### src/rtl/uart_key_hold_decoder.sv
// Maps received UART key codes to per-player held levels that persist for a tick-based hold window.
// Optional release-code handling (bit7 set) is enabled by defining KEY_RELEASE_CODE_EN.
module uart_key_hold_decoder #(
    parameter int NUM_PLAYERS     = 2,
    parameter int KEYS_PER_PLAYER = 5,
    parameter logic [8*NUM_PLAYERS*KEYS_PER_PLAYER-1:0] KEYMAP = 80'h0D_6C_6A_6B_69_20_64_61_73_77,
    parameter bit CASE_FOLD       = 1'b1,
    parameter int TICK_DIV        = 100000,
    parameter int HOLD_TICKS      = 600
) (
    input  logic                                     clk,
    input  logic                                     rstn,
    input  logic [7:0]                               rx_data,
    input  logic                                     rx_valid,
    output logic [NUM_PLAYERS*KEYS_PER_PLAYER-1:0]   key_state,
    output logic [NUM_PLAYERS*KEYS_PER_PLAYER-1:0]   key_press,
    output logic                                     any_key,
    output logic [7:0]                               last_code
);
    localparam int N  = NUM_PLAYERS * KEYS_PER_PLAYER;
    localparam int CW = $clog2(HOLD_TICKS + 1);
    localparam int PW = $clog2(TICK_DIV);
    localparam logic [CW-1:0] HOLD_LD = CW'(HOLD_TICKS);
    localparam logic [PW-1:0] PRE_MAX = PW'(TICK_DIV - 1);

    function automatic logic [7:0] fold(input logic [7:0] b);
        if (CASE_FOLD && b >= 8'h41 && b <= 8'h5A) return b | 8'h20;
        return b;
    endfunction

    logic [PW-1:0]         pre_q, pre_d;
    logic                  tick;
    logic [7:0]            code;
    logic                  is_rel;
    logic [N-1:0]          match, rel_m;
    logic [N-1:0][CW-1:0]  cnt_q, cnt_d;
    logic [N-1:0]          state_q, state_d;
    logic [N-1:0]          press_q, press_d;
    logic [7:0]            last_q, last_d;

    assign tick  = (pre_q == PRE_MAX);
    assign pre_d = tick ? '0 : pre_q + PW'(1);

    always_comb begin
`ifdef KEY_RELEASE_CODE_EN
        code   = fold({1'b0, rx_data[6:0]});
        is_rel = rx_data[7];
`else
        code   = fold(rx_data);
        is_rel = 1'b0;
`endif
        for (int i = 0; i < N; i++) begin
            match[i] = rx_valid && !is_rel && (code == KEYMAP[8*i +: 8]);
            rel_m[i] = rx_valid &&  is_rel && (code == KEYMAP[8*i +: 8]);
        end
    end

    // A match reloads the full window even when it coincides with a tick.
    always_comb begin
        for (int i = 0; i < N; i++) begin
            cnt_d[i]   = cnt_q[i];
            state_d[i] = state_q[i];
            if (match[i]) begin
                cnt_d[i]   = HOLD_LD;
                state_d[i] = 1'b1;
            end else if (rel_m[i]) begin
                cnt_d[i]   = '0;
                state_d[i] = 1'b0;
            end else if (tick && cnt_q[i] != '0) begin
                cnt_d[i] = cnt_q[i] - CW'(1);
                if (cnt_q[i] == CW'(1)) state_d[i] = 1'b0;
            end
        end
        press_d = state_d & ~state_q;
        last_d  = (|match) ? code : last_q;
    end

    always_ff @(posedge clk or negedge rstn) begin
        if (!rstn) begin
            pre_q   <= '0;
            cnt_q   <= '0;
            state_q <= '0;
            press_q <= '0;
            last_q  <= 8'h00;
        end else begin
            pre_q   <= pre_d;
            cnt_q   <= cnt_d;
            state_q <= state_d;
            press_q <= press_d;
            last_q  <= last_d;
        end
    end

    assign key_state = state_q;
    assign key_press = press_q;
    assign any_key   = |state_q;
    assign last_code = last_q;
endmodule
### config.mk
export PLATFORM = sky130hd
export DESIGN_NAME = uart_key_hold_decoder
export DESIGN_NICKNAME = d
export VERILOG_FILES = /design/src/rtl/uart_key_hold_decoder.sv
export SDC_FILE = /design/constraint.sdc
export NUM_CORES = 1
export LEC_CHECK = 0
export CELL_PAD_IN_SITES_DETAIL_PLACEMENT = 0
export CELL_PAD_IN_SITES_GLOBAL_PLACEMENT = 2
export CORE_MARGIN = 5
export CORE_UTILIZATION = 40
export CTS_BUF_LIST = sky130_fd_sc_hd__clkbuf_2
export DETAILED_ROUTE_END_ITERATION = 10
export GPL_ROUTABILITY_DRIVEN = 0
export PLACE_DENSITY_LB_ADDON = 0.15
export REMOVE_ABC_BUFFERS = 1
export SYNTH_ARGS = -nofsm -noshare
export SYNTH_HDL_FRONTEND = slang
export SYNTH_SLANG_ARGS = --single-unit
### constraint.sdc
create_clock -name clk -period 2.9 [get_ports clk]
set_input_delay 0.435 -clock clk [delete_from_list [all_inputs] [get_ports clk]]
set_output_delay 0.435 -clock clk [all_outputs]
set_load 0.005 [all_outputs]
Yosys cells after proc, flatten, opt, wreduce, memory -nomap -nowiden
Cells that the tools add are included.
{ "word_totals": {"latch_bits": 0, "mem_count": 0, "reg_bits": 145, "out_inout_bits": 29, "ramBits": 0, "mem_bits_ro": 0} }
{ "classes": {"add_sub_neg": 11, "n_shift": 0, "mux": 54, "n_lt_le_gt_ge": 2, "multipliers": 0, "n_reduce_logical": 43, "n_bitwise": 2, "eq_ne": 21, "div_mod_pow": 0} }
{ "ops": {"columns": ["cell", "n"], "rows": [
  ["$mux W10", 20],
  ["$eq A10 B1 Y1 const B", 10],
  ["$reduce_bool A10 Y1", 10],
  ["$sub A10 B1 Y10 const B", 10],
  ["$eq A8 B7 Y1 const B", 8],
  ["$mux W1", 31],
  ["$logic_and A1 B1 Y1", 21],
  ["$reduce_bool A2 Y1", 10],
  ["$reduce_or A10 Y1", 2],
  ["$add A17 B1 Y17 const B", 1],
  ["$eq A17 B17 Y1 const B", 1],
  ["$mux W17", 1],
  ["$mux W8", 2],
  ["$and A10 B10 Y10", 1],
  ["$not A10 Y10", 1],
  ["$eq A8 B4 Y1 const B", 1],
  ["$eq A8 B6 Y1 const B", 1],
  ["$ge A8 B7 Y1 const B", 1],
  ["$le A8 B7 Y1 const B", 1]
]} }

Depth between registers and ports, before layout
Gate-level depths: netlist of the first run.
{ "logic_depth": {"word_depth": 8, "depth_mapped": 8, "mapped_depth_nobuf": 7} }

Least setup slack after synthesis of the first run
Ideal clock, no wire load.
{ "synth_timing": {"path_type": "register -> register", "start": "register cnt_q[10] (netlist name)", "end": "register cnt_q[10] (netlist name)", "t_required_ns": 2.756, "path_stages_with_launch": 9, "setup_time_ns": 0.144, "arrival_time_ns": 1.978, "setup_slack_ns": 0.778, "cell_sequence": "dfrtp_1 inv_1 ha_1 or3b_2 or4_1 buf_2 and3_4 xnor2_1 nor2_1"} }
{ "synth_between": {"elab_chain_len": 3, "word_cells_on_any_way": 6, "cone_classes": "1 x add/sub; 2 x mux; 3 x reduce/logical"} }
{ "synth_lines": {"columns": ["item", "line_no", "text"], "rows": [
  ["start: declaration", "36", "logic [N-1:0][CW-1:0] cnt_q, cnt_d;"],
  ["start signal: assignment", "87", "cnt_q <= cnt_d;"],
  ["$sub A10 B1 Y10 or $reduce_bool A10 Y1 (tied branches)", "70, 69", null],
  ["$mux W10 or $logic_and A1 B1 Y1 (tied branches)", "69", "end else if (tick && cnt_q[i] != '0) begin"],
  ["$mux W10 or $reduce_bool A2 Y1 (tied branches)", null, null]
]} }
Several ways; a longest one is shown, not always the timed one. The select of a mux whose other input is x is not followed.
A chain may end at the register's enable or synchronous reset.

Worst setup path after layout of the first run
{ "layout_timing": {"start": "register state_q[8], in the netlist key_state[8]", "end": "output any_key"} }
{ "layout_between": {"elab_chain_len": 1} }
{ "layout_lines": {"columns": ["item", "line_no", "text"], "rows": [
  ["start: declaration", "37", "logic [N-1:0] state_q, state_d;"],
  ["start signal: assignment", "88", "state_q <= state_d;"],
  ["$reduce_or A10 Y1", "96", "assign any_key = |state_q;"],
  ["end: declaration", "17", "output logic any_key,"]
]} }
Every way passes these cells.

==> key figures, run 1 <==
Clock tree
  • H-tree levels: 4
  • CTS tree: done
  • Post-CTS sizing: 0
  • Clk_lat worst skew: 0.70 ns
  • CTS Hold Buffers Added: 1
  • Inserted Clock Buffers: 17
  • Clock Sinks: 145
  • Clock-pin slew on the worst setup and hold paths: 0.23 ns
  • Post CTS Setup Buffer Count: 0
  • Bufs on Longest Clock Path: 2
  • CTS Root Cell: clkbuf_2

Routing
  • Avg Vias per Cell: 5.50
  • Met3 wire length: 715 µm
  • Met1 Wirelength: 9190 µm
  • Met2 wire length: 9670 µm
  • DRC viols: 0
  • Top Metal Used: met4
  • WL per Instance: 17.5 µm
  • Detailed Routing Iterations Pass 1: 5
  • Routed vias: 6212
  • DRT iter0 DRCs: 374
  • WL final: 19800 µm
  • Routed Antenna Nets: 0

STA
  • Crit path time final: 2.70 ns
  • F_max: 0.370 GHz
  • Fin crit share: 93.2%
  • Slew headroom: 45.7%
  • Setup WS post-layout: 0.198 ns
  • Hold WS: 0.289 ns
  • Unrepaired setup endpoints after global routing: false
  • TNS Setup: 0 ns
  • Max-slew violation total from the final report: 0
  • Final hold viol count: 0
  • Final setup fails: 0
  • Worst Max-Slew Pin Slew: 0.808 ns
  • Clock skew: 0.0330 ns

Layout
  • Design Area, Final: 8680 µm²
  • Share of cells above drive strength 1: 8.87%
  • Area of the multi-input gates: 3860 µm²
  • FF+latch area: 3630 µm²
  • Area grow syn2layout: 12.3%
  • # nets final: 889
  • Filler Cells Inserted: 1806

Power
  • Power Dens Cells: 420 nW/µm²
  • Pleak: 0.00304 µW
  • VDD IR max: 0.247 mV
  • Total power: 3650 µW

Floorplan
  • Initial core utilization: 41.0%
  • Die width: 149 µm
  • Rows: 50
  • Die area: 22200 µm²
  • IO Pins: 40
  • Die Span Y: 149 µm
  • Core area: 18800 µm²

Status
  • Status: completed

Critical path
  • Worst setup endpoint: any_key
  • Slowest stage delay, CP: 0.48 ns
  • Worst Setup Path Type: flip-flop to output pin
  • Critical Path Fanout Max: 4
  • CP arrival: 2.27 ns
  • R2R Path Start: pre_q[0]
  • Worst r2r dst: cnt_q[31]
  • CP max stage cell: dfrtp_1
  • Setup crit start: key_state[8]
  • Required time worst endpoint: 2.47 ns
  • Crit path cell chain: nor4_1 > buf_4 > nand3_1 > clkdlybuf4s50_1
  • Worst reg-to-reg setup slack: 0.56 ns
  • Setup crit start kind: flip-flop
  • Critical Path Sink Type: output pin
  • Worst R2R Path Depth: 7

Min path
  • Worst min path class: input port to asynchronous set/reset pin

Place
  • Dpl cell area: 8500 µm²
  • Port bufs: 39
  • Post-Place Setup Slack: 0.0408 ns
  • DP Wirelength: 13700 µm

Yosys
  • Post-synth EDFFs: 0
  • Syn Area/Cell: 9.57 µm²
  • Synth top area share: 47.0%
  • Sequential cell area fraction in the yosys report: 47.0%
  • Post-synth top area cell: dfrtp_1
  • FFs w/ async S/R, synth: 100%
  • Top cells by area, synth: dfrtp_1 (47%), xnor2_1 (6.1%), nor2_1 (5.0%), nor4_1 (4.3%), ha_1 (3.4%)
  • Yosys warning total: 0
  • Top FF cell, synth: dfrtp_1
  • #FFs+latches synth: 145
  • Synth Cell Area: 7720 µm²
  • Synth Instances: 807
  • Synth unique cells: 62

Flow run
  • Maxcap violations: 0

Global routing
  • Congestion Overflow GR: 0
  • Initial antenna violation count: 1
  • Largest net degree at the start of global routing: 68
  • Vias in the first global route: 6200
  • Tot GR Track Use: 18.6%
  • First-pass GRT wire length: 32800 µm
## metal layers
layer	vias to the layer above	track usage (%)
met5	-	0
met4	0	4.30
met3	24	3.86
met2	118	31.2
met1	3049	24.7
li1	3021	-
## placed cells by master, fill, tap and decap left out, types with 28 or more instances in the layout
cell,Yosys,layout
nor4_1,53,53
clkdlybuf4s50_1,0,38
nor3_1,36,36
inv_1,28,28
nand2_1,60,60
nor2_1,102,102
xor2_1,29,29
dfrtp_1,145,145
nand3_1,40,40
xnor2_1,54,54
nand4_1,34,34
## how the worst min path moves through the flow
stage,start,end,slack (ns),cells past startpoint
floorplan,rstn,cnt_q[0],0.14,0
global placement,pre_q[0],pre_q[0],0.47,1
detailed placement,pre_q[0],pre_q[0],0.47,1
CTS,rstn,cnt_q[37],0.22,2
global route,rstn,cnt_q[37],0.23,2
finish,rstn,cnt_q[37],0.29,2
## where the power goes
group | leakage, µW | internal [µW] | total [µW] | switching, µW
clock | 0.000101 | 209 | 947 | 738
combinational | 0.00140 | 208 | 414 | 206
sequential | 0.00153 | 2150 | 2290 | 137
total | 0.00304 | 2570 | 3650 | 1080
## cell usage after synthesis (15+ instances only)
cell type	instances
ha_1	21
nor3_1	36
xor2_1	29
nand2_1	60
xnor2_1	54
or4_1	16
o21ai_0	15
nand4_1	34
clkbuf_1	17
dfrtp_1	145
inv_1	28
nand3_1	40
nor2_1	102
nor4_1	53
or3_1	18
## cells by family (layout without fill, tap and decap cells)
group                    after synthesis  count (layout)  share of synthesized area (%)
AND/OR/NAND/NOR                      428             428                           29.9
flip-flops                           145             145                           47.0
XOR/XNOR                              83              83                           9.41
AO/OA/AOI/OAI                         63              63                           5.88
buffers and inverters                 57             118                           3.03
adder cells (fa/ha/maj)               21              21                           3.40
multiplexers                          10              10                           1.41
other                                  0               1                              0
## critical path, delay by kind of cell, from the launching register on
family	cells	cell delay [ns]
and+or+nand+nor	2	0.43
buffers and inverters	2	0.67
DFF	1	0.48
## flip-flops by register name, indices dropped and copies added (netlist names)
signal / flops
pre_q: 17
key_state: 10
key_press: 10
last_code: 8
cnt_q: 100
## metrics by stage
step           std cells  utilization, %
2_1_floorplan        778               -
3_3_place_gp        1097            45.1
3_5_place_dp        1097            45.1
4_1_cts             1128            46.1
5_1_grt             1129            46.1
6_report            1129            46.1
## area by class of cell
cell class | instances | share of cell area (%)
clock buffer | 19 | 1.10
sequential | 145 | 41.8
antenna | 1 | 0.0288
multi-input combinational | 605 | 44.5
clock inverter | 11 | 0.807
timing repair buffer | 60 | 6.79
tap | 260 | 3.75
inverter | 28 | 1.21
Power figures use the tool's default switching activity.
==> run 2, diff against run 1 <==
--- a/config.mk
+++ b/config.mk
@@ -7,7 +7,6 @@
 export LEC_CHECK = 0
 export CELL_PAD_IN_SITES_DETAIL_PLACEMENT = 0
 export CELL_PAD_IN_SITES_GLOBAL_PLACEMENT = 2
-export CORE_MARGIN = 5
 export CORE_UTILIZATION = 40
 export CTS_BUF_LIST = sky130_fd_sc_hd__clkbuf_2
 export DETAILED_ROUTE_END_ITERATION = 10
==> key figures, run 2 (synthesis results as in run 1) <==
Status
  • Status: completed

Global routing
  • Initial antenna violation count: 1
  • Largest net degree at the start of global routing: 64
  • Vias in the first global route: 6205
  • First-pass GRT wire length: 32400 µm
  • Tot GR Track Use: 21.0%
  • Congestion Overflow GR: 0

Critical path
  • Slowest stage delay, CP: 0.49 ns
  • Crit path cell chain: nor4_2 > buf_4 > nand3_1 > clkdlybuf4s50_1
  • Critical Path Fanout Max: 4
  • CP arrival: 2.27 ns
  • Required time worst endpoint: 2.47 ns
  • Worst Setup Path Type: flip-flop to output pin
  • Setup crit start kind: flip-flop
  • CP max stage cell: dfrtp_1
  • Critical Path Sink Type: output pin

Power
  • Sequential power share: 58.8%
  • Switching Share: 28.0%
  • Comb pwr share: 10.3%
  • Pleak: 0.00309 µW
  • Clock share of power: 30.8%
  • Internal cell power: 2820 µW
  • VDD IR max: 0.363 mV
  • Power Dens Cells: 446 nW/µm²
  • Psw: 1090 µW

Routing
  • Routed vias: 6240
  • WL per Instance: 17.2 µm
  • DRT iter0 DRCs: 401
  • Detailed Routing Iterations Pass 1: 4
  • Avg Vias per Cell: 5.51
  • DRC viols: 0
  • WL final: 19500 µm
  • Routed Antenna Nets: 0

Layout
  • Biggest register: cnt_q
  • Design Area, Final: 8770 µm²
  • Max FFs per register: 100
  • # nets final: 891
  • Largest regs: cnt_q x100, pre_q x17
  • FF+latch area: 3630 µm²
  • Commonest non-fill, non-tap cell in the layout: dfrtp_1
  • Commonest cells after routing, fill and taps aside: dfrtp_1 (145), nor2_1 (102), nand2_1 (60)
  • Area of the multi-input gates: 3870 µm²
  • Share of cells above drive strength 1: 8.96%
  • Filler Cells Inserted: 1855
  • Area grow syn2layout: 13.5%
  • Post-layout util: 46.6%

STA
  • Unrepaired setup endpoints after global routing: false
  • Final hold viol count: 0
  • Setup WS post-layout: 0.199 ns
  • Clock skew: 0.0265 ns
  • Slew headroom: 47.3%
  • Max-slew violation total from the final report: 0
  • F_max: 0.370 GHz
  • Fin crit share: 93.1%
  • Worst Max-Slew Pin Slew: 0.783 ns
  • Hold WS: 0.230 ns
  • Final setup fails: 0
  • Crit path time final: 2.70 ns

Floorplan
  • Rows: 50
  • Core area: 18800 µm²
  • Die Span Y: 141 µm
  • Initial core utilization: 41.0%
  • Die width: 141 µm
  • Die area: 19900 µm²
  • IO Pins: 40

Min path
  • Worst min path class: input port to asynchronous set/reset pin

Clock tree
  • Clock-pin slew on the worst setup and hold paths: 0.21 ns
  • Inserted Clock Buffers: 17
  • CTS tree: done
  • Clk_lat worst skew: 0.73 ns
  • Clock Sinks: 145
  • H-tree levels: 4
  • CTS Root Cell: clkbuf_2
  • Bufs on Longest Clock Path: 2

Flow run
  • Maxcap violations: 0

Place
  • Port bufs: 39
  • DP Wirelength: 13700 µm
  • Post-Place Setup Slack: 0.262 ns
  • Dpl cell area: 8520 µm²
[run 2: worst max-delay path: cells and delay by family, from the launching register on]
family / cells / cell delay [ns]
buf+inv: 2 / 0.65
simple gates: 2 / 0.41
flops: 1 / 0.49
[run 2: metal layers]
metal	global-route usage, %	vias to the layer above	wire [µm]
li1	-	3014	-
met1	28.4	3081	9430
met2	33.6	120	9130
met3	3.84	25	592
met4	7.67	0	370
met5	0	-	0
[run 2: path summary, 6_finish.rpt]
path	end	slack, ns	depth (start not counted)	startpoint
worst max register to register	cnt_q[31]	0.49	7	pre_q[0]
min in group clk	last_code[1]	0.47	2	rx_data[1]
max in group asynchronous	cnt_q[62]	1.91	3	rstn
worst min-delay path	pre_q[2]	0.23	2	rstn
worst min register to register	pre_q[0]	0.50	1	pre_q[0]
worst max-delay path	any_key	0.20	4	key_state[8]
[run 2: what timing repair did]
item	in CTS	in global routing
endpoints found under the hold margin	60	0
hold buffers	1	0
buffers inserted	0	0
endpoints found under the setup margin	0	1
gates resized for setup	0	1
[run 2: power by group through the flow]
stage	logic [µW]	clock network (µW)	registers [µW]
global route	459	1340	2320
global placement	399	0	2330
detailed placement	409	0	2330
CTS	413	1260	2300
finish	404	1210	2300
floorplan	221	0	2290
[run 2: per-stage QoR]
step	power (µW)	std cells	TNS (ns)
floorplan	2510	778	-0.600
global placement	2720	1099	0
detailed placement	2740	1099	0
CTS	3970	1131	0
global route	4120	1133	0
finish	3910	1133	0
[run 2: layout make-up]
class,count,share of cell area [%]
Timing Repair Buffer,62,6.89
Tap cell,260,3.71
Clock inverter,14,1.68
Sequential cell,145,41.4
Clock buffer,17,0.970
Inverter,28,1.20
Multi-Input combinational cell,605,44.1
Antenna cell,2,0.0571
